## src/rtl/axi_read_arbiter_2x1.sv

```systemverilog
// Two-master to one-slave AXI3 read interconnect stage: AR arbitration with ARID prefixing,
// one-entry R return buffer routed on RID[1], per-master outstanding-burst throttling.
// Optional macro ARB_FIXED_PRIORITY_EN selects fixed priority (master 0 first) instead of round-robin.
module axi_read_arbiter_2x1 #(
  parameter int BUSWIDTH  = 32,
  parameter int MAX_OUTST = 4
) (
  input  logic                ACLK,
  input  logic                ARESET,
  // Master 0 AR
  input  logic                m0_arid,
  input  logic [BUSWIDTH+16:0] m0_arpay,
  input  logic                m0_arvalid,
  output logic                m0_arready,
  // Master 1 AR
  input  logic                m1_arid,
  input  logic [BUSWIDTH+16:0] m1_arpay,
  input  logic                m1_arvalid,
  output logic                m1_arready,
  // Slave AR
  output logic [1:0]          s_arid,
  output logic [BUSWIDTH+16:0] s_arpay,
  output logic                s_arvalid,
  input  logic                s_arready,
  // Slave R
  input  logic [1:0]          s_rid,
  input  logic [BUSWIDTH+2:0] s_rpay,
  input  logic                s_rvalid,
  output logic                s_rready,
  // Master 0 R
  output logic                m0_rid,
  output logic [BUSWIDTH+2:0] m0_rpay,
  output logic                m0_rvalid,
  input  logic                m0_rready,
  // Master 1 R
  output logic                m1_rid,
  output logic [BUSWIDTH+2:0] m1_rpay,
  output logic                m1_rvalid,
  input  logic                m1_rready
);

  localparam int AW = BUSWIDTH + 17;
  localparam int RW = BUSWIDTH + 3;
  localparam logic [3:0] MAX_CNT = 4'(MAX_OUTST);

  typedef enum logic {
    ST_IDLE = 1'b0,
    ST_SEND = 1'b1
  } ar_state_t;

  ar_state_t       r_state;
  ar_state_t       w_state_nxt;
  logic [1:0]      r_arid;
  logic [AW-1:0]   r_arpay;
  logic            r_arvalid;
  logic [3:0]      r_cnt0;
  logic [3:0]      r_cnt1;
`ifndef ARB_FIXED_PRIORITY_EN
  logic            r_last_grant;
`endif

  logic            r_rfull;
  logic [1:0]      r_rid;
  logic [RW-1:0]   r_rpay;

  logic            w_elig0;
  logic            w_elig1;
  logic            w_grant_valid;
  logic            w_grant_idx;
  logic            w_s_rhs;
  logic            w_m_rhs;
  logic            w_inc0;
  logic            w_inc1;
  logic            w_dec0;
  logic            w_dec1;

  // Saturating counter step; simultaneous increment and decrement cancel out.
  function automatic logic [3:0] cnt_next(input logic [3:0] cnt, input logic inc, input logic dec);
    logic [3:0] nxt;
    nxt = cnt;
    if (inc && !dec) begin
      nxt = cnt + 4'd1;
    end else if (dec && !inc && (cnt != 4'd0)) begin
      nxt = cnt - 4'd1;
    end
    return nxt;
  endfunction

  assign w_elig0 = m0_arvalid && (r_cnt0 < MAX_CNT);
  assign w_elig1 = m1_arvalid && (r_cnt1 < MAX_CNT);

  // AR arbitration and next state
  always_comb begin
    // NOTE: every output of this block is defaulted first so no path can infer a latch.
    w_state_nxt   = r_state;
    w_grant_valid = 1'b0;
    w_grant_idx   = 1'b0;
    unique case (r_state)
      ST_IDLE: begin
        if (!ARESET && (w_elig0 || w_elig1)) begin
          w_grant_valid = 1'b1;
`ifdef ARB_FIXED_PRIORITY_EN
          w_grant_idx   = !w_elig0;
`else
          if (w_elig0 && w_elig1) begin
            w_grant_idx = !r_last_grant;
          end else begin
            w_grant_idx = w_elig1;
          end
`endif
          w_state_nxt   = ST_SEND;
        end
      end
      ST_SEND: begin
        if (s_arready) begin
          w_state_nxt = ST_IDLE;
        end
      end
      default: w_state_nxt = ST_IDLE;
    endcase
  end

  assign m0_arready = w_grant_valid && !w_grant_idx;
  assign m1_arready = w_grant_valid &&  w_grant_idx;

  // AR state and registered winner
  always_ff @(posedge ACLK) begin
    // NOTE: sequential state uses non-blocking assignments so every register samples pre-edge values.
    if (ARESET) begin
      r_state   <= ST_IDLE;
      r_arid    <= '0;
      r_arpay   <= '0;
      r_arvalid <= 1'b0;
`ifndef ARB_FIXED_PRIORITY_EN
      r_last_grant <= 1'b1;
`endif
    end else begin
      r_state <= w_state_nxt;
      if (w_grant_valid) begin
        r_arid    <= {w_grant_idx, (w_grant_idx ? m1_arid : m0_arid)};
        r_arpay   <= w_grant_idx ? m1_arpay : m0_arpay;
        r_arvalid <= 1'b1;
`ifndef ARB_FIXED_PRIORITY_EN
        r_last_grant <= w_grant_idx;
`endif
      end else if ((r_state == ST_SEND) && s_arready) begin
        r_arvalid <= 1'b0;
      end
    end
  end

  assign s_arid    = r_arid;
  assign s_arpay   = r_arpay;
  assign s_arvalid = r_arvalid;

  // One-entry R buffer: fill only when empty, so a drained slot refills one cycle later.
  assign w_s_rhs = s_rvalid && !r_rfull;
  assign w_m_rhs = r_rfull && (r_rid[1] ? m1_rready : m0_rready);

  always_ff @(posedge ACLK) begin
    if (ARESET) begin
      r_rfull <= 1'b0;
      r_rid   <= '0;
      r_rpay  <= '0;
    end else if (w_s_rhs) begin
      r_rfull <= 1'b1;
      r_rid   <= s_rid;
      r_rpay  <= s_rpay;
    end else if (w_m_rhs) begin
      r_rfull <= 1'b0;
    end
  end

  assign s_rready  = !r_rfull;
  assign m0_rvalid = r_rfull && !r_rid[1];
  assign m1_rvalid = r_rfull &&  r_rid[1];
  assign m0_rid    = r_rid[0];
  assign m1_rid    = r_rid[0];
  assign m0_rpay   = r_rpay;
  assign m1_rpay   = r_rpay;

  // Outstanding bursts: +1 on AR grant, -1 on the master's RLAST handshake
  assign w_inc0 = m0_arready;
  assign w_inc1 = m1_arready;
  assign w_dec0 = w_m_rhs && r_rpay[0] && !r_rid[1];
  assign w_dec1 = w_m_rhs && r_rpay[0] &&  r_rid[1];

  always_ff @(posedge ACLK) begin
    if (ARESET) begin
      r_cnt0 <= 4'd0;
      r_cnt1 <= 4'd0;
    end else begin
      r_cnt0 <= cnt_next(r_cnt0, w_inc0, w_dec0);
      r_cnt1 <= cnt_next(r_cnt1, w_inc1, w_dec1);
    end
  end

endmodule

```

## config.mk

```make
export PLATFORM = sky130hd
export DESIGN_NAME = axi_read_arbiter_2x1
export DESIGN_NICKNAME = d
export VERILOG_FILES = /design/src/rtl/axi_read_arbiter_2x1.sv
export SDC_FILE = /design/constraint.sdc
export NUM_CORES = 1
export LEC_CHECK = 0
export ABC_AREA = 1
export BUFFER_PORTS_ARGS = -buffer_cell sky130_fd_sc_hd__buf_2
export CAP_MARGIN = 20
export CORE_ASPECT_RATIO = 1.2
export CORE_MARGIN = 5
export CORE_UTILIZATION = 43
export DETAILED_ROUTE_END_ITERATION = 8
export GPL_ROUTABILITY_DRIVEN = 0
export GPL_TIMING_DRIVEN = 0
export HOLD_SLACK_MARGIN = 0.08
export PLACE_DENSITY = 0.8
export SYNTH_ARGS = -nofsm -noshare
export SYNTH_HDL_FRONTEND = slang
export SYNTH_SLANG_ARGS = --single-unit
```

## constraint.sdc

```tcl
create_clock -name ACLK -period 2.4 [get_ports ACLK]
set_input_delay 0.36 -clock ACLK [delete_from_list [all_inputs] [get_ports ACLK]]
set_output_delay 0.36 -clock ACLK [all_outputs]
set_load 0.02 [all_outputs]
```

==> impl_results.rst, run 1 <==
.. list-table::
   :header-rows: 1

   * - Metric
     - Value
   * - Run status
     - complete, no violations
   * - Kind of capture point of the worst setup path
     - register
   * - Routed vias
     - 4,982
   * - Die footprint
     - 0.0127 sq mm
   * - Initial antenna violation count
     - 3
   * - Syn_area_per_cell
     - 7.53 sq um
   * - Leakage
     - 3.40 nW
   * - Util after Layout
     - 61.2%
   * - Cell mode on critical path
     - nand2_1
   * - FF-to-FF path depth
     - 14
   * - Share of the synthesized area in the top cell type
     - 44.2%
   * - Remaining antenna violation count after routing
     - 0
   * - Number of filler cells placed in the layout
     - 1,007
   * - Worst-path cell with the longest stage delay
     - ha_1
   * - Kind of cell adding the most delay to the critical path
     - simple AND/OR/NAND/NOR gates
   * - Timing-limited maximum frequency
     - 466 MHz
   * - Number of buffers added by the clock tree synthesis step
     - 9
   * - Worst EP required
     - 2.68 ns
   * - Routed vias/inst
     - 4.88
   * - Count of warnings emitted by yosys
     - 0
   * - Hold bufs inserted after CTS
     - 0
   * - Aggregate routed wire length
     - 14,500 um
   * - Sequential Area
     - 0.00200 sq mm
   * - Std cell rows
     - 41
   * - Count of maximum capacitance violations
     - 0
   * - EDFF count, synth
     - 0
   * - Final routed DRC violation total
     - 0
   * - Final count of hold timing violations
     - 0
   * - Area of the core
     - 0.0104 sq mm
   * - Residual overflow from global routing
     - 0
   * - Multi-input gate area in the final layout
     - 0.00193 sq mm
   * - Chain of cells forming the critical path
     - nor2_2, nand2_2, nor2_2, nand2_2, inv_2, nand2_2, ha_1, nand2_1, nand2_1, a31oi_1, nand3_1, nand2_1, nand2_1, a21oi_1
   * - Area contributors post-synth
     - dfxtp_1, nor2_1, o21ai_0
   * - Most numerous cell in the Yosys netlist
     - nor2_1
   * - Commonest cells in the netlist
     - nor2_1, dfxtp_1, o21ai_0, nand2_1, nand3_1
   * - Vias in the first global route
     - 4,707
   * - Clock input transition at the sequential cells of the worst setup and hold paths
     - 0.07 ns
   * - Slowest stage delay, CP
     - 0.35 ns
   * - Largest buffer count on any clock path
     - 2
   * - Yosys top cell by area
     - dfxtp_1
   * - Depth of the critical timing path with buffers and inverters included
     - 14
   * - Hold Path Stages
     - 2
   * - Synthesized flop and latch total
     - 100
   * - Synth Flop Type
     - dfxtp_1
   * - Number of H-tree branching levels
     - 3
   * - Wire length of the first global-routing pass
     - 22,300 um
   * - Arrival @ worst endpoint
     - 2.42 ns
   * - Min cycle time layout
     - 2.15 ns
   * - Aggregate global-route resource usage
     - 21.5%
   * - Maximum number of pins on one net before global-route repair
     - 16
   * - Final critical-path share of the clock period
     - 89.4%
   * - Initial standard-cell utilization of the core
     - 43.5%
   * - Area of the mapped netlist
     - 0.00453 sq mm
   * - Post-layout net count
     - 1,037
   * - Worst VDD drop
     - 0.390 mV
   * - Portion of the post-synthesis area used by sequential elements
     - 44.2%
   * - Path class of the lowest-slack min-delay path
     - input port to register
   * - Setup repair after global routing missed its margin
     - no
   * - N_diodes
     - 0
   * - First-pass iteration count of the detailed router
     - 4
   * - DRC marker count from the first detailed-route iteration
     - 104
   * - Cell count after synthesis
     - 601
   * - Post-synth cell types
     - 29
   * - Number of I/O pins
     - 274
   * - Width of the chip
     - 104 um
   * - Mean routed wirelength per cell
     - 14.2 um
   * - Actual slew at the worst max-slew pin
     - 0.520 ns
   * - Pins Over Slew Limit
     - 0
   * - HPWL Detailed
     - 11,600 um
   * - Height of the chip
     - 122 um
   * - Buffers added on ports
     - 273
   * - Startpoint type of the worst setup path
     - register
   * - Worst Setup Path Type
     - register to register
   * - Growth of design area from synthesis to finish
     - 40.9%
   * - Max transition margin
     - 65.3%
   * - Worst clock skew
     - 0.00891 ns
   * - Buffers and inverters on the worst path
     - 1
   * - Share of post-route cells with drive strength above 1
     - 42.4%
   * - Power density of the placed cells
     - 834 mW/mm^2
   * - TritonCTS clock tree
     - built
   * - Setup violators final
     - 0
   * - Synthesized Nets
     - 752
   * - CTS Root Cell
     - clkbuf_16
   * - Overall power
     - 5.32 mW
   * - Total number of clock tree sinks
     - 100
   * - Critical Path Fanout Max
     - 8
   * - Post-synthesis async set-or-reset flop share
     - 0%
   * - Later-pin clock latency in the skew report
     - 0.34 ns
layout by cell type, fill, tap and decap left out, types with 4 or more instances in the layout:
| cell | count |
|---|---|
| ha_1 | 4 |
| buf_2 | 280 |
| dfxtp_1 | 100 |
| nor2_1 | 114 |
| a31o_2 | 16 |
| o21ai_0 | 82 |
| nand3_1 | 44 |
| clkbuf_8 | 5 |
| nand2_2 | 7 |
| buf_4 | 42 |
| inv_2 | 4 |
| clkbuf_1 | 17 |
| clkbuf_16 | 9 |
| nand2_1 | 55 |
| inv_1 | 30 |
| a21oi_1 | 25 |
| o21ai_1 | 29 |
per-layer routing:
layer	GRT usage, %	up-vias	routed length, um
li1	-	2514	-
met1	23.6	2210	5570
met2	37.2	220	6990
met3	8.10	32	1540
met4	9.31	6	367
met5	0	-	46
sequential cells by signal, indices dropped and copies added (netlist names):
name	flops
s_arpay	49
r_last_grant	1
s_arid	2
s_arvalid	1
r_rfull	1
m0_rpay	35
r_cnt1	4
r_rid	2
r_state	1
r_cnt0	4
kinds of logic after synthesis:
group / synth area share (%)
buffers and inverters: 13.2
adders and majority gates: 1.99
xor gates and xnor gates: 0.387
DFF: 44.2
and+or+nand+nor: 21.3
AOI/OAI and AO/OA: 18.9
metrics by stage:
step | instance area (sq um) | cells | hold slack, ns | TNS (ns) | setup WS, ns
2_1_floorplan | 4530 | 601 | 0.429 | 0 | 0.450
3_3_place_gp | 6050 | 1003 | 0.456 | 0 | 0.0347
3_5_place_dp | 6050 | 1003 | 0.464 | -0.0381 | -0.0251
4_1_cts | 6360 | 1019 | 0.205 | 0 | 0.105
5_1_grt | 6380 | 1020 | 0.223 | 0 | 0.0636
6_report | 6380 | 1020 | 0.215 | 0 | 0.254
worst reg2reg max path: stages (launching register included):
cell and delay [ns]:
dfxtp_1 0.33, nor2_2 0.15, nand2_2 0.11, nor2_2 0.11
nand2_2 0.07, inv_2 0.18, nand2_2 0.15, ha_1 0.35
nand2_1 0.09, nand2_1 0.05, a31oi_1 0.19, nand3_1 0.10
nand2_1 0.07, nand2_1 0.05, a21oi_1 0.10
path summary, 6_finish.rpt:
path | slack [ns] | endpoint | start
worst max-delay path | 0.25 | r_cnt1[3] | r_cnt1[3]
worst min-delay path | 0.21 | r_state | s_arready
worst max register to register | 0.25 | r_cnt1[3] | r_cnt1[3]
worst min register to register | 0.47 | s_arpay[24] | s_arpay[24]
what timing repair did:
action,4_1_cts,5_1_grt
endpoints found under the setup margin,0,2
gates resized for setup,0,2
buffers inserted,0,1
power breakdown:
group	leakage, nW	internal [mW]	switching, mW	total (mW)
sequential	0.829	1.94	0.163	2.10
clock	0.147	0.846	0.615	1.46
combinational	2.42	0.684	1.07	1.75
total	3.40	3.47	1.85	5.32
cell type report:
class / instances / share of cell area [%]
Tap cell: 129 / 2.53
Inverter: 35 / 2.06
Sequential cell: 100 / 31.4
Timing Repair Buffer: 274 / 21.5
Clock inverter: 2 / 0.235
Clock buffer: 14 / 4.61
Multi-Input combinational cell: 392 / 30.3
Buffer: 74 / 7.32
Power figures use the tool's default switching activity.
==> inputs of run 2 (changes only) <==
--- a/config.mk
+++ b/config.mk
@@ -16,6 +16,7 @@
 export GPL_TIMING_DRIVEN = 0
 export HOLD_SLACK_MARGIN = 0.08
 export PLACE_DENSITY = 0.8
+export RECOVER_POWER = 50
 export SYNTH_ARGS = -nofsm -noshare
 export SYNTH_HDL_FRONTEND = slang
 export SYNTH_SLANG_ARGS = --single-unit
==> impl_results.rst, run 2 (synthesized netlist as in run 1, its figures left out) <==
.. list-table::
   :header-rows: 1

   * - Metric
     - Value
   * - Run status
     - complete, no violations
   * - Actual slew at the worst max-slew pin
     - 0.513 ns (-0.00645 ns)
   * - Clock input transition at the sequential cells of the worst setup and hold paths
     - 0.07 ns (about the same)
   * - Max reg flops
     - 49 (unchanged)
   * - Worst Setup Path Type
     - register to register
   * - Worst EP required
     - 2.68 ns (about the same)
   * - Residual overflow from global routing
     - 0 (unchanged)
   * - Startpoint type of the worst setup path
     - register
   * - Util after Layout
     - 59.9% (-1.4 points)
   * - Maximum number of pins on one net before global-route repair
     - 16 (unchanged)
   * - Fin Hold WS
     - 0.215 ns (-0.000497 ns)
   * - Worst clock skew
     - 0.00878 ns (-0.000131 ns)
   * - Post-route cell area
     - 0.00623 sq mm (-2.2%)
   * - Number of H-tree branching levels
     - 3 (unchanged)
   * - Setup violators final
     - 0 (unchanged)
   * - Height of the chip
     - 122 um (unchanged)
   * - Setup repair after global routing missed its margin
     - no
   * - Aggregate global-route resource usage
     - 21.5% (unchanged)
   * - Growth of design area from synthesis to finish
     - 37.8%
   * - DRC marker count from the first detailed-route iteration
     - 125 (+20%)
   * - Setup slack of the most critical reg-to-reg path
     - 0.25 ns (about the same)
   * - N_diodes
     - 0 (unchanged)
   * - Placed insts
     - 1,003 (unchanged)
   * - Buffers added on ports
     - 273 (unchanged)
   * - Pins Over Slew Limit
     - 0 (unchanged)
   * - Remaining antenna violation count after routing
     - 0 (unchanged)
   * - Mean routed wirelength per cell
     - 14.3 um (+0.66%)
   * - Critical Path Fanout Max
     - 8 (unchanged)
   * - Path class of the lowest-slack min-delay path
     - input port to register
   * - Routed vias/inst
     - 4.87 (-0.28%)
   * - Number of I/O pins
     - 274 (unchanged)
   * - HPWL Detailed
     - 11,600 um (unchanged)
   * - Die footprint
     - 0.0127 sq mm (unchanged)
   * - Number of buffers added by the clock tree synthesis step
     - 9 (unchanged)
   * - Count of maximum capacitance violations
     - 0 (unchanged)
   * - Area of the core
     - 0.0104 sq mm (unchanged)
   * - Number of filler cells placed in the layout
     - 1,058 (+5.1%)
   * - Total number of clock tree sinks
     - 100 (unchanged)
   * - TritonCTS clock tree
     - built
   * - Switching share of total power
     - 35.3% (+0.57 points)
   * - First-pass iteration count of the detailed router
     - 4 (unchanged)
   * - Vias in the first global route
     - 4,707 (unchanged)
   * - Leakage
     - 2.98 nW (-12%)
   * - Wire length of the first global-routing pass
     - 22,300 um (unchanged)
   * - Share of power burned in combinational logic
     - 32.0% (-1.0 points)
   * - Width of the chip
     - 104 um (unchanged)
   * - Min cycle time layout
     - 2.15 ns (+0.00321 ns)
   * - Share of post-route cells with drive strength above 1
     - 29.6% (-13 points)
   * - Arrival @ worst endpoint
     - 2.43 ns (about the same)
   * - Setup total negative slack
     - 0 ns (unchanged)
   * - Routed vias
     - 4,968 (-0.28%)
   * - Most common cell after layout, fill and taps aside
     - buf_2
   * - Timing-limited maximum frequency
     - 465 MHz (-0.15%)
   * - Hold bufs inserted after CTS
     - 0 (unchanged)
   * - Post-layout net count
     - 1,037 (unchanged)
   * - Later-pin clock latency in the skew report
     - 0.34 ns (about the same)
   * - CTS Root Cell
     - clkbuf_16
   * - Kind of capture point of the worst setup path
     - register
   * - Internal cell power
     - 3.39 mW (-2.2%)
   * - NetSw
     - 1.85 mW (+0.26%)
   * - Worst VDD drop
     - 0.385 mV (-1.3%)
   * - Final count of hold timing violations
     - 0 (unchanged)
   * - Aggregate routed wire length
     - 14,600 um (+0.66%)
   * - Final critical-path share of the clock period
     - 89.6% (+0.13 points)
   * - Clock network fraction of design power
     - 27.8% (+0.3 points)
   * - Largest buffer count on any clock path
     - 2 (unchanged)
   * - Final std cells w/o fill
     - 1,020 (unchanged)
   * - Final routed DRC violation total
     - 0 (unchanged)
   * - Initial standard-cell utilization of the core
     - 43.5% (unchanged)
   * - Power share of the sequential group
     - 40.2% (+0.6 points)
   * - Power density of the placed cells
     - 841 mW/mm^2 (+0.88%)
   * - Placed cell areas
     - 0.00605 sq mm (unchanged)
   * - Max transition margin
     - 65.8% (+0.43 points)
   * - Leading cell types in the layout, fill and taps excluded
     - buf_2, clkbuf_1, nor2_1
   * - Std cell rows
     - 41 (unchanged)
   * - Initial antenna violation count
     - 3 (unchanged)
-- run 2: per-layer routing --
metal | GRT usage, % | vias up | share of wire (%)
met1 | 23.6 | 2192 | 39
li1 | - | 2513 | -
met4 | 9.31 | 6 | 2.3
met2 | 37.2 | 227 | 48
met3 | 8.10 | 30 | 11
met5 | 0 | - | 0.31
-- run 2: final cells by class --
type	instances	area [sq um]	share of cell area (%)
Clock buffer	14	294	4.72
Clock inverter	2	15.0	0.241
Buffer	74	467	7.49
Multi-Input combinational cell	392	1930	31.0
Sequential cell	100	2000	32.1
Tap cell	129	161	2.59
Timing Repair Buffer	274	1230	19.8
Inverter	35	131	2.11
-- run 2: critical path, cell delays in order, from the launching register on --
cell     delay (ns)
dfxtp_1        0.33
nor2_2         0.15
nand2_2        0.11
nor2_2         0.11
nand2_2        0.07
inv_2          0.18
nand2_2        0.15
ha_1           0.35
nand2_1        0.09
nand2_1        0.04
a31oi_1        0.19
nand3_1        0.10
nand2_1        0.07
nand2_1        0.04
a21oi_1        0.10
-- run 2: power by group through the flow --
stage / registers (mW) / clock network, mW / logic, mW
finish: 2.11 / 1.46 / 1.68
global route: 2.14 / 1.54 / 1.86
CTS: 2.10 / 1.48 / 1.76
detailed placement: 2.14 / 0 / 1.76
global placement: 2.13 / 0 / 1.74
floorplan: 2.43 / 0 / 0.839
-- run 2: through the flow --
stage | total power [mW] | setup slack [ns]
after detailed placement | 3.90 | -0.0251
after global placement | 3.87 | 0.0347
after global routing | 5.55 | 0.0636
after floorplan | 3.27 | 0.450
after CTS | 5.35 | 0.105
final | 5.25 | 0.250
-- run 2: timing repair --
| item | CTS | global route |
|---|---|---|
| gates resized for setup | 0 | 2 |
| hold endpoints to repair | 0 | 0 |
| setup endpoints to repair | 0 | 2 |
| setup buffers | 0 | 1 |
-- run 2: path summary, 6_finish.rpt --
kind                from     endpoint  cells after the start
max reg2reg    r_cnt1[3]    r_cnt1[3]                     14
min            s_arready      r_state                      2
max            r_cnt1[3]    r_cnt1[3]                     14
min reg2reg  s_arpay[38]  s_arpay[38]                      2
==> inputs of run 3 (changes only) <==
--- a/config.mk
+++ b/config.mk
@@ -16,7 +16,7 @@
 export GPL_TIMING_DRIVEN = 0
 export HOLD_SLACK_MARGIN = 0.08
 export PLACE_DENSITY = 0.8
-export RECOVER_POWER = 50
+export RECOVER_POWER = 100
 export SYNTH_ARGS = -nofsm -noshare
 export SYNTH_HDL_FRONTEND = slang
 export SYNTH_SLANG_ARGS = --single-unit
==> impl_results.rst, run 3 (synthesized netlist as in run 1, its figures left out) <==
.. list-table::
   :header-rows: 1

   * - Metric
     - Value
   * - Number of I/O pins
     - 274 (unchanged)
   * - Startpoint type of the worst setup path
     - register
   * - Share of post-route cells with drive strength above 1
     - 26.8% (-2.8 points)
   * - Slowest stage delay, CP
     - 0.33 ns (-0.02 ns)
   * - Final critical-path share of the clock period
     - 91.3% (+1.7 points)
   * - Final count of hold timing violations
     - 0 (unchanged)
   * - Routing layer with the top usage in global route
     - met2
   * - Most common cell after layout, fill and taps aside
     - clkbuf_1
   * - Leading cell types in the layout, fill and taps excluded
     - clkbuf_1, buf_2, nor2_1
   * - Pins Over Slew Limit
     - 0 (unchanged)
   * - Worst Setup Path Type
     - register to output port
   * - Mean routed wirelength per cell
     - 14.3 um (about the same)
   * - Routed vias
     - 4,977 (+0.18%)
   * - Hold bufs inserted after CTS
     - 0 (unchanged)
   * - Post-route cell area
     - 0.00620 sq mm (-0.62%)
   * - Post-layout net count
     - 1,037 (unchanged)
   * - Residual overflow from global routing
     - 0 (unchanged)
   * - Leakage
     - 2.90 nW (-2.8%)
   * - Max reg flops
     - 49 (unchanged)
   * - Placed cell areas
     - 0.00605 sq mm (unchanged)
   * - Later-pin clock latency in the skew report
     - 0.34 ns (about the same)
   * - Kind of cell adding the most delay to the critical path
     - buffers and inverters
   * - Cell mode on critical path
     - nand2_2
   * - Area of the core
     - 0.0104 sq mm (unchanged)
   * - Setup violators final
     - 0 (unchanged)
   * - Buffers added on ports
     - 273 (unchanged)
   * - Count of maximum capacitance violations
     - 0 (unchanged)
   * - Growth of design area from synthesis to finish
     - 36.9%
   * - Initial standard-cell utilization of the core
     - 43.5% (unchanged)
   * - Arrival @ worst endpoint
     - 1.83 ns (-0.60 ns)
   * - HPWL Detailed
     - 11,600 um (unchanged)
   * - Timing-limited maximum frequency
     - 456 MHz (-1.9%)
   * - Path class of the lowest-slack min-delay path
     - input port to register
   * - Power density of the placed cells
     - 843 mW/mm^2 (+0.17%)
   * - Clock input transition at the sequential cells of the worst setup and hold paths
     - 0.07 ns (about the same)
   * - Worst-path cell with the longest stage delay
     - dfxtp_1
   * - Number of H-tree branching levels
     - 3 (unchanged)
   * - Total number of clock tree sinks
     - 100 (unchanged)
   * - Run status
     - complete, no violations
   * - Wire length of the first global-routing pass
     - 22,300 um (unchanged)
   * - Chain of cells forming the critical path
     - nor2_2, nand2_2, nor2_1, nand2_2, inv_2, buf_2, clkbuf_1
   * - Kind of capture point of the worst setup path
     - output port
   * - Largest buffer count on any clock path
     - 2 (unchanged)
   * - Min cycle time layout
     - 2.19 ns (+0.0415 ns)
   * - Max transition margin
     - 66.5% (+0.73 points)
   * - Worst clock skew
     - 0.00925 ns (+0.000471 ns)
   * - Std cell rows
     - 41 (unchanged)
   * - First-pass iteration count of the detailed router
     - 4 (unchanged)
   * - Fin Hold WS
     - 0.211 ns (-0.00327 ns)
   * - Setup repair after global routing missed its margin
     - no
   * - Remaining antenna violation count after routing
     - 0 (unchanged)
   * - Global routing usage on met2
     - 37.2% (unchanged)
   * - Width of the chip
     - 104 um (unchanged)
   * - Aggregate routed wire length
     - 14,600 um (about the same)
   * - Buffers and inverters on the worst path
     - 3 (+2)
   * - Die footprint
     - 0.0127 sq mm (unchanged)
   * - Initial antenna violation count
     - 3 (unchanged)
   * - CTS Root Cell
     - clkbuf_16
   * - Vias in the first global route
     - 4,707 (unchanged)
   * - Global-route met1 utilization
     - 23.6% (unchanged)
   * - Met3 track demand over resource in global routing
     - 8.10% (unchanged)
   * - Critical Path Fanout Max
     - 10 (+2)
   * - TritonCTS clock tree
     - built
   * - Routed vias/inst
     - 4.88 (+0.18%)
   * - Number of buffers added by the clock tree synthesis step
     - 9 (unchanged)
   * - Final routed DRC violation total
     - 0 (unchanged)
   * - Aggregate global-route resource usage
     - 21.5% (unchanged)
   * - Actual slew at the worst max-slew pin
     - 0.502 ns (-0.0109 ns)
   * - DRC marker count from the first detailed-route iteration
     - 118 (-5.6%)
   * - Maximum number of pins on one net before global-route repair
     - 16 (unchanged)
   * - Worst VDD drop
     - 0.384 mV (-0.42%)
   * - N_diodes
     - 0 (unchanged)
   * - Height of the chip
     - 122 um (unchanged)
   * - Worst EP required
     - 2.04 ns (-0.64 ns)
   * - Setup total negative slack
     - 0 ns (unchanged)
[run 3: per-layer routing]
layer	share of wire, %	vias to the layer above
met3	11	30
met4	2.4	6
met1	39	2211
li1	-	2514
met5	0.31	-
met2	48	216
[run 3: final timing paths]
path | from | end | slack (ns) | cells after the start
max reg2reg | r_cnt1[3] | r_cnt1[3] | 0.21 | 14
min reg2reg | s_arpay[29] | s_arpay[29] | 0.48 | 2
max | r_cnt1[3] | m1_arready | 0.21 | 7
min | s_arready | r_state | 0.21 | 2
[run 3: area by class of cell]
| cell class | instances | area (sq um) |
|---|---|---|
| clock buffer | 14 | 294 |
| buffer | 74 | 450 |
| tap | 129 | 161 |
| sequential | 100 | 2000 |
| timing repair buffer | 274 | 1210 |
| fill | 1066 | 4220 |
| inverter | 35 | 131 |
| multi-input combinational | 392 | 1930 |
| clock inverter | 2 | 15.0 |
[run 3: metrics by stage]
| stage | util, % | total power [mW] | setup slack (ns) | instances |
|---|---|---|---|---|
| floorplan | - | 3.27 | 0.450 | 601 |
| global placement | 58.1 | 3.87 | 0.0347 | 1003 |
| detailed placement | 58.1 | 3.90 | -0.0251 | 1003 |
| CTS | 61.1 | 5.35 | 0.105 | 1019 |
| global route | 59.5 | 5.52 | 0.0362 | 1020 |
| finish | 59.5 | 5.22 | 0.209 | 1020 |
[run 3: repair_timing]
| action | CTS | global route |
|---|---|---|
| setup buffers | 0 | 1 |
| endpoints found under the setup margin | 0 | 2 |
| gates resized for setup | 0 | 2 |
[run 3: report_power, final]
group	switching [mW]	internal [mW]	leakage (nW)	total, mW
combinational	1.07	0.586	1.92	1.65
clock	0.615	0.846	0.147	1.46
sequential	0.169	1.94	0.829	2.11
